===== config.mk =====
export PLATFORM = sky130hd
export DESIGN_NAME = fetch_unit
export DESIGN_NICKNAME = d
export VERILOG_FILES = /design/src/rtl/fetch_unit.sv
export SDC_FILE = /design/constraint.sdc
export NUM_CORES = 1
export LEC_CHECK = 0
export CORE_MARGIN = 1
export CORE_UTILIZATION = 60
export CTS_BUF_LIST = sky130_fd_sc_hd__clkbuf_8
export DETAILED_ROUTE_END_ITERATION = 16
export DONT_BUFFER_PORTS = 1
export MAX_ROUTING_LAYER = met4
export PLACE_DENSITY = 0.76
export SLEW_MARGIN = 20
export SYNTH_ARGS = -nofsm -noshare
export SYNTH_HDL_FRONTEND = slang
export SYNTH_SLANG_ARGS = --single-unit

===== constraint.sdc =====
create_clock -name CLK -period 3 [get_ports CLK]
set_input_delay 0.6 -clock CLK [delete_from_list [all_inputs] [get_ports CLK]]
set_output_delay 0.6 -clock CLK [all_outputs]
set_load 0.1 [all_outputs]

===== src/rtl/fetch_unit.sv =====
`default_nettype none
// ============================================================================
// Module      : fetch_unit
// Description : Instruction fetch stage. Holds the PC, addresses the async
//               instruction ROM and registers the fetched word into the IR.
//               Handles start/halt sequencing, downstream stalls and taken
//               branches (one-cycle squash). Opcode 4'b1111 is HALT.
//               Optional macro FETCH_ICOUNT_EN adds a saturating 16-bit
//               retired-instruction counter on output Icount.
// Revision    : 1.0 - initial release
// ============================================================================
module fetch_unit #(
    parameter int PC_W    = 10,
    parameter int INSTR_W = 9
) (
    input  logic               CLK,
    input  logic               Reset,
    input  logic               Start,
    input  logic               Stall,
    input  logic               Branch_taken,
    input  logic [PC_W-1:0]    Branch_target,
    input  logic [INSTR_W-1:0] Rom_data,
    output logic [PC_W-1:0]    Rom_addr,
    output logic [INSTR_W-1:0] Instr,
    output logic [3:0]         Opcode,
    output logic               Valid,
    output logic [PC_W-1:0]    Instr_pc,
`ifdef FETCH_ICOUNT_EN
    output logic [15:0]        Icount,
`endif
    output logic               Done
);

    localparam logic [1:0]      c_IDLE    = 2'd0;
    localparam logic [1:0]      c_RUN     = 2'd1;
    localparam logic [1:0]      c_HALTED  = 2'd2;
    localparam logic [3:0]      c_HALT_OP = 4'hF;
    localparam logic [PC_W-1:0] c_PC_ONE  = {{(PC_W-1){1'b0}}, 1'b1};

    logic [1:0]         r_state,   w_stateNxt;
    logic [PC_W-1:0]    r_pc,      w_pcNxt;
    logic [INSTR_W-1:0] r_instr,   w_instrNxt;
    logic [PC_W-1:0]    r_instrPc, w_instrPcNxt;
    logic               r_valid,   w_validNxt;
    logic               r_done,    w_doneNxt;
    logic [3:0]         w_romOp;
    logic               w_startAcc;

    assign w_romOp    = Rom_data[INSTR_W-1 -: 4];
    // Start only has an effect outside RUN
    assign w_startAcc = Start && (r_state != c_RUN);

    // Next-state and datapath update: stall > branch > halt > normal fetch
    always_comb begin
        w_stateNxt   = r_state;
        w_pcNxt      = r_pc;
        w_instrNxt   = r_instr;
        w_instrPcNxt = r_instrPc;
        w_validNxt   = r_valid;
        w_doneNxt    = r_done;
        case (r_state)
            c_IDLE, c_HALTED: begin
                if (Start) begin
                    w_stateNxt = c_RUN;
                    w_pcNxt    = '0;
                    w_validNxt = 1'b0;
                    w_doneNxt  = 1'b0;
                end
            end
            c_RUN: begin
                if (!Stall) begin
                    if (Branch_taken && r_valid) begin
                        // Redirect; the word fetched this cycle is squashed
                        w_pcNxt    = Branch_target;
                        w_validNxt = 1'b0;
                    end else if (w_romOp == c_HALT_OP) begin
                        // HALT is never issued; PC stays on the HALT address
                        w_stateNxt = c_HALTED;
                        w_validNxt = 1'b0;
                        w_doneNxt  = 1'b1;
                    end else begin
                        w_instrNxt   = Rom_data;
                        w_instrPcNxt = r_pc;
                        w_validNxt   = 1'b1;
                        w_pcNxt      = r_pc + c_PC_ONE;
                    end
                end
            end
            default: begin
                w_stateNxt = c_IDLE;
                w_validNxt = 1'b0;
            end
        endcase
    end

    // State and pipeline registers
    always_ff @(posedge CLK) begin
        if (Reset) begin
            r_state   <= c_IDLE;
            r_pc      <= '0;
            r_instr   <= '0;
            r_instrPc <= '0;
            r_valid   <= 1'b0;
            r_done    <= 1'b0;
        end else begin
            r_state   <= w_stateNxt;
            r_pc      <= w_pcNxt;
            r_instr   <= w_instrNxt;
            r_instrPc <= w_instrPcNxt;
            r_valid   <= w_validNxt;
            r_done    <= w_doneNxt;
        end
    end

`ifdef FETCH_ICOUNT_EN
    logic [15:0] r_icount;

    // Count instructions leaving the IR, saturating at all-ones
    always_ff @(posedge CLK) begin
        if (Reset || w_startAcc) begin
            r_icount <= '0;
        end else if (r_valid && !Stall && (r_icount != 16'hFFFF)) begin
            r_icount <= r_icount + 16'd1;
        end
    end

    assign Icount = r_icount;
`else
    logic w_unusedStartAcc;
    assign w_unusedStartAcc = w_startAcc;
`endif

    assign Rom_addr = r_pc;
    assign Instr    = r_instr;
    assign Opcode   = r_instr[INSTR_W-1 -: 4];
    assign Valid    = r_valid;
    assign Instr_pc = r_instrPc;
    assign Done     = r_done;

endmodule
`default_nettype wire


==> metrics.yaml, run 1 <==
power:
  comb_power_share_pct: 8.2
  sw_frac_of_total_pct: 29.67
  seq_power_share_pct: 56.7
  power-per-cell-area_nw_per_um2: 548.7
  p_int_uw: 628.6
  power_frac_clock_pct: 35.1
  p_leak_uw: 0.0005603
  irDropWorstVdd_v: 0.0004590
  p_sw_uw: 265.2
die:
  rows: 17
  die_area_sq_um: 2709
  die_h_um: 52.05
  num_io_pins: 59
  fp.dieW_um: 52.05
  design.core.area_sq_um: 2276
  start_util_pct: 66.03
drt:
  via_per_inst: 6.371
  vias: 1408
  drt-met1-wl_um: 1448
  drtIter0Drc: 52
  routed.top_layer: "met4"
  drt_wl_total_um: 3409
  wl_per_cell_um: 15.43
  wl_met2_um: 1615
  firstDrtPassIters: 4
  route.met3.wl_um: 291
  detail-route-antenna-nets: 0
  drc: 0
clock_network:
  path_clk_slew_ps: 60
  cts_num_sinks: 33
  clock_path_buffers: 2
  holdBufCountCts: 0
  cts.repair.resized: 0
  cts_tree: "built"
  cts_root_buf: "clkbuf_8"
  clk_latency_ps: 280
  cts_buffers: 5
  htreeDepth: 2
  post_cts_buffers: 0
worst_setup_path:
  crit_fanout: 19
  r2r-end: "Instr_pc[2]"
  cp.arrival_ps: 2380
  worstPathCellList: "buf_4 > and2_1 > or3_1 > nand2_1 > a21oi_1"
  reg2reg_slack_ps: 830
  criticalPathCategory: "register to register"
  r2r_start: "Valid"
  cp-start-kind: "register"
  cp_data_required_time_ps: 3210
  cp-end-kind: "register"
  max_stage_delay_ps: 590
  ff2ff_path_depth: 5
  cp_slowest_cell: "or3_1"
logic_synthesis:
  ys_ff_latch: 33
  post_synth_num_cell_types: 40
  synth_top_family_by_area: "simple AND/OR/NAND/NOR gates"
  yosys.area.top_type_share_pct: 43.96
  async_flop_share_pct: 0
  syn_inst: 190
  syn-cell-area_sq_um: 1503
  synth_fa_ha_area_share_pct: 0.8326
  yosys_most_used_dff: "dfxtp_1"
  ys_seq_area_share_pct: 43.96
  synth_compound_area_share_pct: 22.23
  yosys.area_share.simple_pct: 25.98
  synth_edf_count: 0
  synthesis.nets: 215
  synth_area_leaders: "dfxtp_1 (44%), nand2_1 (11%), a21oi_1 (9.0%)"
  synth_mux_area_share_pct: 0.6661
  synth_area_per_cell_sq_um: 7.909
  ys_warn_count: 0
  synth.largest_area_cell: "dfxtp_1"
  synth-xor-area-share_pct: 0
hold_path:
  hold_depth: 1
  min_to: "Instr[6]"
  hp-class: "input port to register"
  hp-start: "Reset"
grt:
  grt_max_degree: 32
  grt_pass1_vias: 1271
  grt_use_total_pct: 28.41
  grt_pass1_wl_um: 5409
  grt_antenna_before_repair: 0
  overflow: 0
run:
  cap_violations: 0
timing:
  timing.fmax_mhz: 461.3
  finalCritPeriodShare_pct: 72.26
  grt_setup_unrepaired: "no"
  hold_viol_final: 0
  period_minus_slack_ps: 2168
  relSlewSlack_pct: 25.71
  finalSetupViolCount: 0
  worst_slew_pin_slew_ps: 1113
  worst_clock_skew_ps: 2.451
  finalSetupTns_ps: 0
  drv_slew: 0
status:
  status: "finished, final reports clean"
place:
  portBuffers: 0
  place.gp.congestion: 0.8617
  dp_cells: 213
  dp_hpwl_um: 2331
cells_and_area:
  drive_gt1_share_pct: 13.47
  area_delta_synth_final_pct: 8.410
  final_core_util_pct: 71.58
  num_antenna_cells: 0
  final_cells: 221
  final_cell_mix: "nand2_1 (45), dfxtp_1 (29), a21oi_1 (27), buf_4 (10)"
  final_common_cell: "nand2_1"
  finalNetCount: 217
## cells in the mapped netlist, types with 3 or more instances
| master | n |
|---|---|
| clkbuf_1 | 6 |
| nor3_1 | 4 |
| a22o_1 | 4 |
| a22oi_1 | 4 |
| a21oi_1 | 27 |
| inv_1 | 5 |
| buf_2 | 4 |
| dfxtp_1 | 33 |
| nand4_1 | 3 |
| nand3_1 | 7 |
| buf_4 | 4 |
| nand2_1 | 45 |
| o22ai_1 | 4 |
| nor2_1 | 7 |
## state kept, by name (all words and copies together), names as in the netlist
signal	cells
Done	1
Instr	9
Instr_pc	10
Rom_addr	10
Valid	1
r_state	2
## routing by layer
layer | up-vias | GRT usage (%)
met5 | - | -
met4 | 0 | 16.67
met3 | 7 | 7.310
met2 | 67 | 44.87
met1 | 660 | 32.25
li1 | 674 | -
## cells by family (layout without fill, tap and decap cells)
family	count (synthesis)	in the layout
simple gates	82	82
flops	33	33
compound gates	53	53
mux	1	1
buf+inv	20	23
fa+ha+maj	1	1
## stage by stage
stage | total power (uW) | hold slack, ps | instance area (sq um) | worst slack, ps
6_report | 893.8 | 379.1 | 1629 | 832.3
5_1_grt | 923.7 | 367.8 | 1629 | 670.9
4_1_cts | 898.6 | 368.4 | 1629 | 829.8
3_5_place_dp | 588.9 | 463.2 | 1546 | 832.7
3_3_place_gp | 586.8 | 457.8 | 1546 | 943.5
2_1_floorplan | 584.0 | 493.8 | 1503 | 757.9
## worst max-delay path: cells and delay by family, from the launching register on
| kind | cells | cell delay, ps |
|---|---|---|
| AOI/OAI and AO/OA | 1 | 190 |
| buffers and inverters | 1 | 290 |
| DFF | 1 | 310 |
| and+or+nand+nor | 3 | 1310 |
## worst max path at each step
stage                     start           to  slack (ps)
after floorplan           Valid  Rom_addr[1]         760
after global placement    Stall  Rom_addr[1]         940
after detailed placement  Valid  Instr_pc[2]         830
after CTS                 Valid  Instr_pc[2]         830
after global routing      Valid  Instr_pc[2]         670
final                     Valid  Instr_pc[2]         830
## power by group through the flow
stage	clock (uW)	sequential (uW)	combinational, uW
after floorplan	0	513	71.3
after global placement	0	516	70.5
after detailed placement	0	517	72.1
after CTS	319	507	73.0
after global routing	336	508	79.5
final	314	507	73.3
## cell type report
cell class              instances  area, sq um
flip-flops and latches         33        665.6
inverters                       5        18.77
fillers                       196        646.9
clock buffers                   5        68.82
multi-input cells             137        752.0
clock inverters                 3        13.76
repair buffers                 10        75.07
well taps                      28        35.03
No activity file was read; power rests on OpenSTA's default activity.
==> run 2, diff against run 1 <==
Clock period 3 ns to 2 ns, I/O delays scaled along.
==> metrics.yaml, run 2 (synthesis results as in run 1) <==
clock_network:
  cts_root_buf: "clkbuf_8"
  cts_tree: "built"
  clock_path_buffers: 2  # unchanged
  clk_latency_ps: 280  # about the same
  cts.repair.resized: 0  # unchanged
  post_cts_buffers: 0  # unchanged
  path_clk_slew_ps: 70  # about the same
  htreeDepth: 2  # unchanged
  cts_buffers: 5  # unchanged
  cts_num_sinks: 33  # unchanged
  holdBufCountCts: 0  # unchanged
drt:
  drc: 0  # unchanged
  vias: 1484  # +5.4%
  via_per_inst: 6.008  # -5.7%
  detail-route-antenna-nets: 0  # unchanged
  wl_per_cell_um: 15.21  # -1.4%
  firstDrtPassIters: 5  # +1
  drtIter0Drc: 73  # +40%
  drt_wl_total_um: 3756  # +10%
cells_and_area:
  area_delta_synth_final_pct: 23.73
  finalNetCount: 243  # +12%
  final_cell_mix: "nand2_1 (45), buf_4 (34), a21oi_1 (27), dfxtp_1 (21), dfxtp_2 (12)"
  num_antenna_cells: 0  # unchanged
  final_common_cell: "nand2_1"
  final_core_util_pct: 81.69  # +10 points
  drive_gt1_share_pct: 27.40  # +14 points
worst_setup_path:
  crit_fanout: 19  # unchanged
  reg2reg_slack_ps: 160  # -680 ps
  cp.arrival_ps: 2010  # -370 ps
  cp_data_required_time_ps: 2170  # -1040 ps
  criticalPathCategory: "register to register"
  cp-start-kind: "register"
  cp-end-kind: "register"
die:
  start_util_pct: 66.03  # unchanged
  fp.dieW_um: 52.05  # unchanged
  rows: 17  # unchanged
  num_io_pins: 59  # unchanged
  design.core.area_sq_um: 2276  # unchanged
  die_area_sq_um: 2709  # unchanged
  die_h_um: 52.05  # unchanged
timing:
  worst_slew_pin_slew_ps: 595.2  # -517.7 ps
  finalCritPeriodShare_pct: 92.18  # +20 points
  worst_hold_slack_ps: 184.8  # -194.3 ps
  relSlewSlack_pct: 60.32  # +35 points
  hold_viol_final: 0  # unchanged
  worst_clock_skew_ps: 3.007  # +0.5564 ps
  worst_slack_ps: 156.4  # -675.9 ps
  finalSetupViolCount: 0  # unchanged
  finalSetupTns_ps: 0  # unchanged
  period_minus_slack_ps: 1844  # -324.1 ps
  grt_setup_unrepaired: "no"
  drv_slew: 0  # unchanged
  timing.fmax_mhz: 542.4  # +18%
place:
  dp_hpwl_um: 2718  # +17%
  place.gp.congestion: 0.8356  # -3.0%
  portBuffers: 0  # unchanged
  place_worst_setup_slack_ps: 183.2  # -649.5 ps
grt:
  grt_use_total_pct: 30.74  # +2.3 points
  grt_max_degree: 32  # unchanged
  overflow: 0  # unchanged
  grt_pass1_vias: 1366  # +7.5%
  grt_antenna_before_repair: 0  # unchanged
  grt_pass1_wl_um: 5899  # +9.1%
hold_path:
  hp-class: "input port to register"
status:
  status: "finished, final reports clean"
run:
  cap_violations: 0  # unchanged
power:
  power-per-cell-area_nw_per_um2: 733.3  # +34%
  irDropWorstVdd_v: 0.0006564  # +43%
  p_leak_uw: 0.0007089  # +27%
-- run 2: area by class of cell --
class                      count  area [sq um]
multi-input combinational    137         752.0
sequential                    33         675.6
fill                         136         416.7
timing repair buffer          36         295.3
clock buffer                   5         68.82
tap                           28         35.03
inverter                       5         18.77
clock inverter                 3         13.76
-- run 2: per-layer routing --
metal / up-vias / GRT usage (%) / share of wire (%) / wire (um)
met5: - / - / 0 / 0
met4: 0 / 10.81 / 0.96 / 36
met3: 6 / 8.187 / 8.0 / 302
met2: 76 / 49.79 / 49 / 1848
met1: 682 / 36.59 / 42 / 1569
li1: 720 / - / - / -
-- run 2: worst paths after layout --
path / cells after the start / to / startpoint
worst max-delay path: 4 / Instr[7] / r_state[0]
worst min-delay path: 1 / Rom_addr[0] / Reset
worst max register to register: 4 / Instr[7] / r_state[0]
worst min register to register: 2 / Instr_pc[4] / Instr_pc[4]
-- run 2: stage by stage --
stage	total power, uW	std cells	cell area, sq um
detailed placement	907.3	239	1777
finish	1363	247	1859
CTS	1370	247	1859
global route	1411	247	1859
floorplan	876.6	190	1513
global placement	902.2	239	1777
-- run 2: power breakdown --
group          total [uW]  internal (uW)  switching (uW)
logic                 215           55.2             159
registers             680            671            9.33
clock network         469            236             233
total                1360            962             402
-- run 2: critical path: stages, from the launching register on --
cell and delay, ps:
dfxtp_1 400, or3b_4 440, or3_1 630, nand2_1 190, a21oi_1 80
==> run 3, diff against run 2 <==
Settings changed: CAP_MARGIN set to 25.
==> results of run 3 <==
Same layout as run 2: the final DEF is identical, and so are final timing and power.
==> patch, RTL diff (config.mk and constraints of run 2) <==
`r_pc`, `r_instr` and `r_instrPc` no longer have a reset.
--- a/src/rtl/fetch_unit.sv
+++ b/src/rtl/fetch_unit.sv
@@ -97,19 +97,19 @@
     always_ff @(posedge CLK) begin
         if (Reset) begin
             r_state   <= c_IDLE;
-            r_pc      <= '0;
-            r_instr   <= '0;
-            r_instrPc <= '0;
             r_valid   <= 1'b0;
             r_done    <= 1'b0;
         end else begin
             r_state   <= w_stateNxt;
-            r_pc      <= w_pcNxt;
-            r_instr   <= w_instrNxt;
-            r_instrPc <= w_instrPcNxt;
             r_valid   <= w_validNxt;
             r_done    <= w_doneNxt;
         end
+    end
+
+    always_ff @(posedge CLK) begin
+        r_pc      <= w_pcNxt;
+        r_instr   <= w_instrNxt;
+        r_instrPc <= w_instrPcNxt;
     end
 
 `ifdef FETCH_ICOUNT_EN
Behaviour: differs if Reset is asserted again (counterexample within 4 cycles, from zero or initial values and one cycle with Reset high); with Reset held inactive, the same outputs for 10 cycles.
==> patch against run 2 <==
Wire length decreased by 16%; die area decreased by 7.6%; critical path depth fell by 1; sequential cell count is the same; hold slack worse by 25 ps; cell area decreased by 0.34%; area after synthesis is 7.9% lower; global-route usage shrank 0.38 points; worst setup slack better by 220 ps; critical path type unchanged; highest routed layer unchanged.
Power is not compared: it rests on default switching activity, and its combinational part moved more than twofold at a synthesized area within 25%.
==> patch: results (changes against run 2) <==
[setup_path]
slowest_delay_ps=390  ; -240 ps
cp_slowest_cell=dfxtp_1
path_max_fanout=19  ; unchanged
cp_top_family=simple AND/OR/NAND/NOR gates
reg2reg_to=Instr_pc[9]$_DFFE_PP_
arrival_ps=1580  ; -430 ps
regToRegSetupSlack_ps=380  ; +220 ps

[logic_synthesis]
async_flop_share_pct=0  ; unchanged
yosys-top-cells-count=edfxtp_1, o21ai_0, nand2_1
synth_cell_type_count=27  ; -33%
synth.net_count=131  ; -39%
synthMuxAreaShare_pct=0  ; -0.67 points
synth-adder-area-share_pct=0.904  ; +0.072 points
synth_compound_area_share_pct=11.7  ; -11 points
yosysSeqAreaShare_pct=68.7  ; +25 points
ys_warn_count=0  ; unchanged
synthTopCellsByArea=edfxtp_1, dfxtp_1, o21ai_0
synth_edf_count=29  ; +29
synthXorXnorAreaFrac_pct=1.90  ; +1.9 points

[global_route]
grt_max_degree=21  ; -34%
grt_first_pass_wirelength_mm=4.95  ; -16%
grtUsageMet2_pct=48.0  ; -1.8 points
use_met1_pct=31.8  ; -4.8 points
globalRouteMet3Util_pct=9.26  ; +1.1 points
grt_use_total_pct=30.4  ; -0.38 points

[final_layout]
fillCellCount=109  ; -20%
final_nets=168  ; -31%
drive_gt1_share_pct=34.7  ; +7.3 points
num_antenna_cells=0  ; unchanged

[clock_tree]
postCtsSetupBuffers=0  ; unchanged
cts-htree-levels=2  ; unchanged
clk_pin_slew_ps=60
clkLatencyLatePin_ps=300  ; +20 ps

[min_path]
whs_path_depth=1  ; unchanged
hold_end=Valid$_SDFFE_PP0P_

[routing]
first_pass_iters=4  ; -1
avgRoutedWirePerCell_um=18.4  ; +21%
drt-met1-wl_mm=1.20  ; -23%
routed-wl-met2_mm=1.63  ; -12%
met3WireLength_um=232  ; -23%
drt_iter0_drc=29  ; -60%
num_vias=1034  ; -30%

[placement]
dpl.hpwl_mm=2.31  ; -15%
numPortBuffers=0  ; unchanged
place_congestion=0.787  ; -5.9%
place_ws_ps=446  ; +263 ps

[timing]
timing.fmax_ghz=0.617  ; +14%
worst_pin_slew_ps=476  ; -119 ps
skew_ps=4.22  ; +1.21 ps

[pwr]
power.leakage_nw=0.677
comb_power_share_pct=24.9

[status]
outcome=finished clean

[patch: worst reg2reg max path, stage by stage, from the launching register on]
cell and delay (ps):
dfxtp_1 390, nor3b_1 330, nand3_1 210, clkinvlp_4 350
[patch: per-stage QoR]
| step | hold WS (ps) | utilization, % | instance area (um2) | instances | total power [mW] |
|---|---|---|---|---|---|
| 2_1_floorplan | 456 | - | 1420 | 106 | 1.21 |
| 3_3_place_gp | 469 | 80.5 | 1760 | 164 | 1.30 |
| 3_5_place_dp | 472 | 80.5 | 1760 | 164 | 1.32 |
| 4_1_cts | 158 | 84.6 | 1850 | 172 | 1.82 |
| 5_1_grt | 163 | 84.6 | 1850 | 172 | 1.85 |
| 6_report | 160 | 84.6 | 1850 | 172 | 1.81 |
[patch: cell type report]
type / instances / share of cell area, %
multi-input combinational: 64 / 22.1
timing repair buffer: 36 / 18.9
tap: 28 / 1.89
inverter: 3 / 0.810
clock inverter: 2 / 0.405
clock buffer: 6 / 4.46
sequential: 33 / 51.4
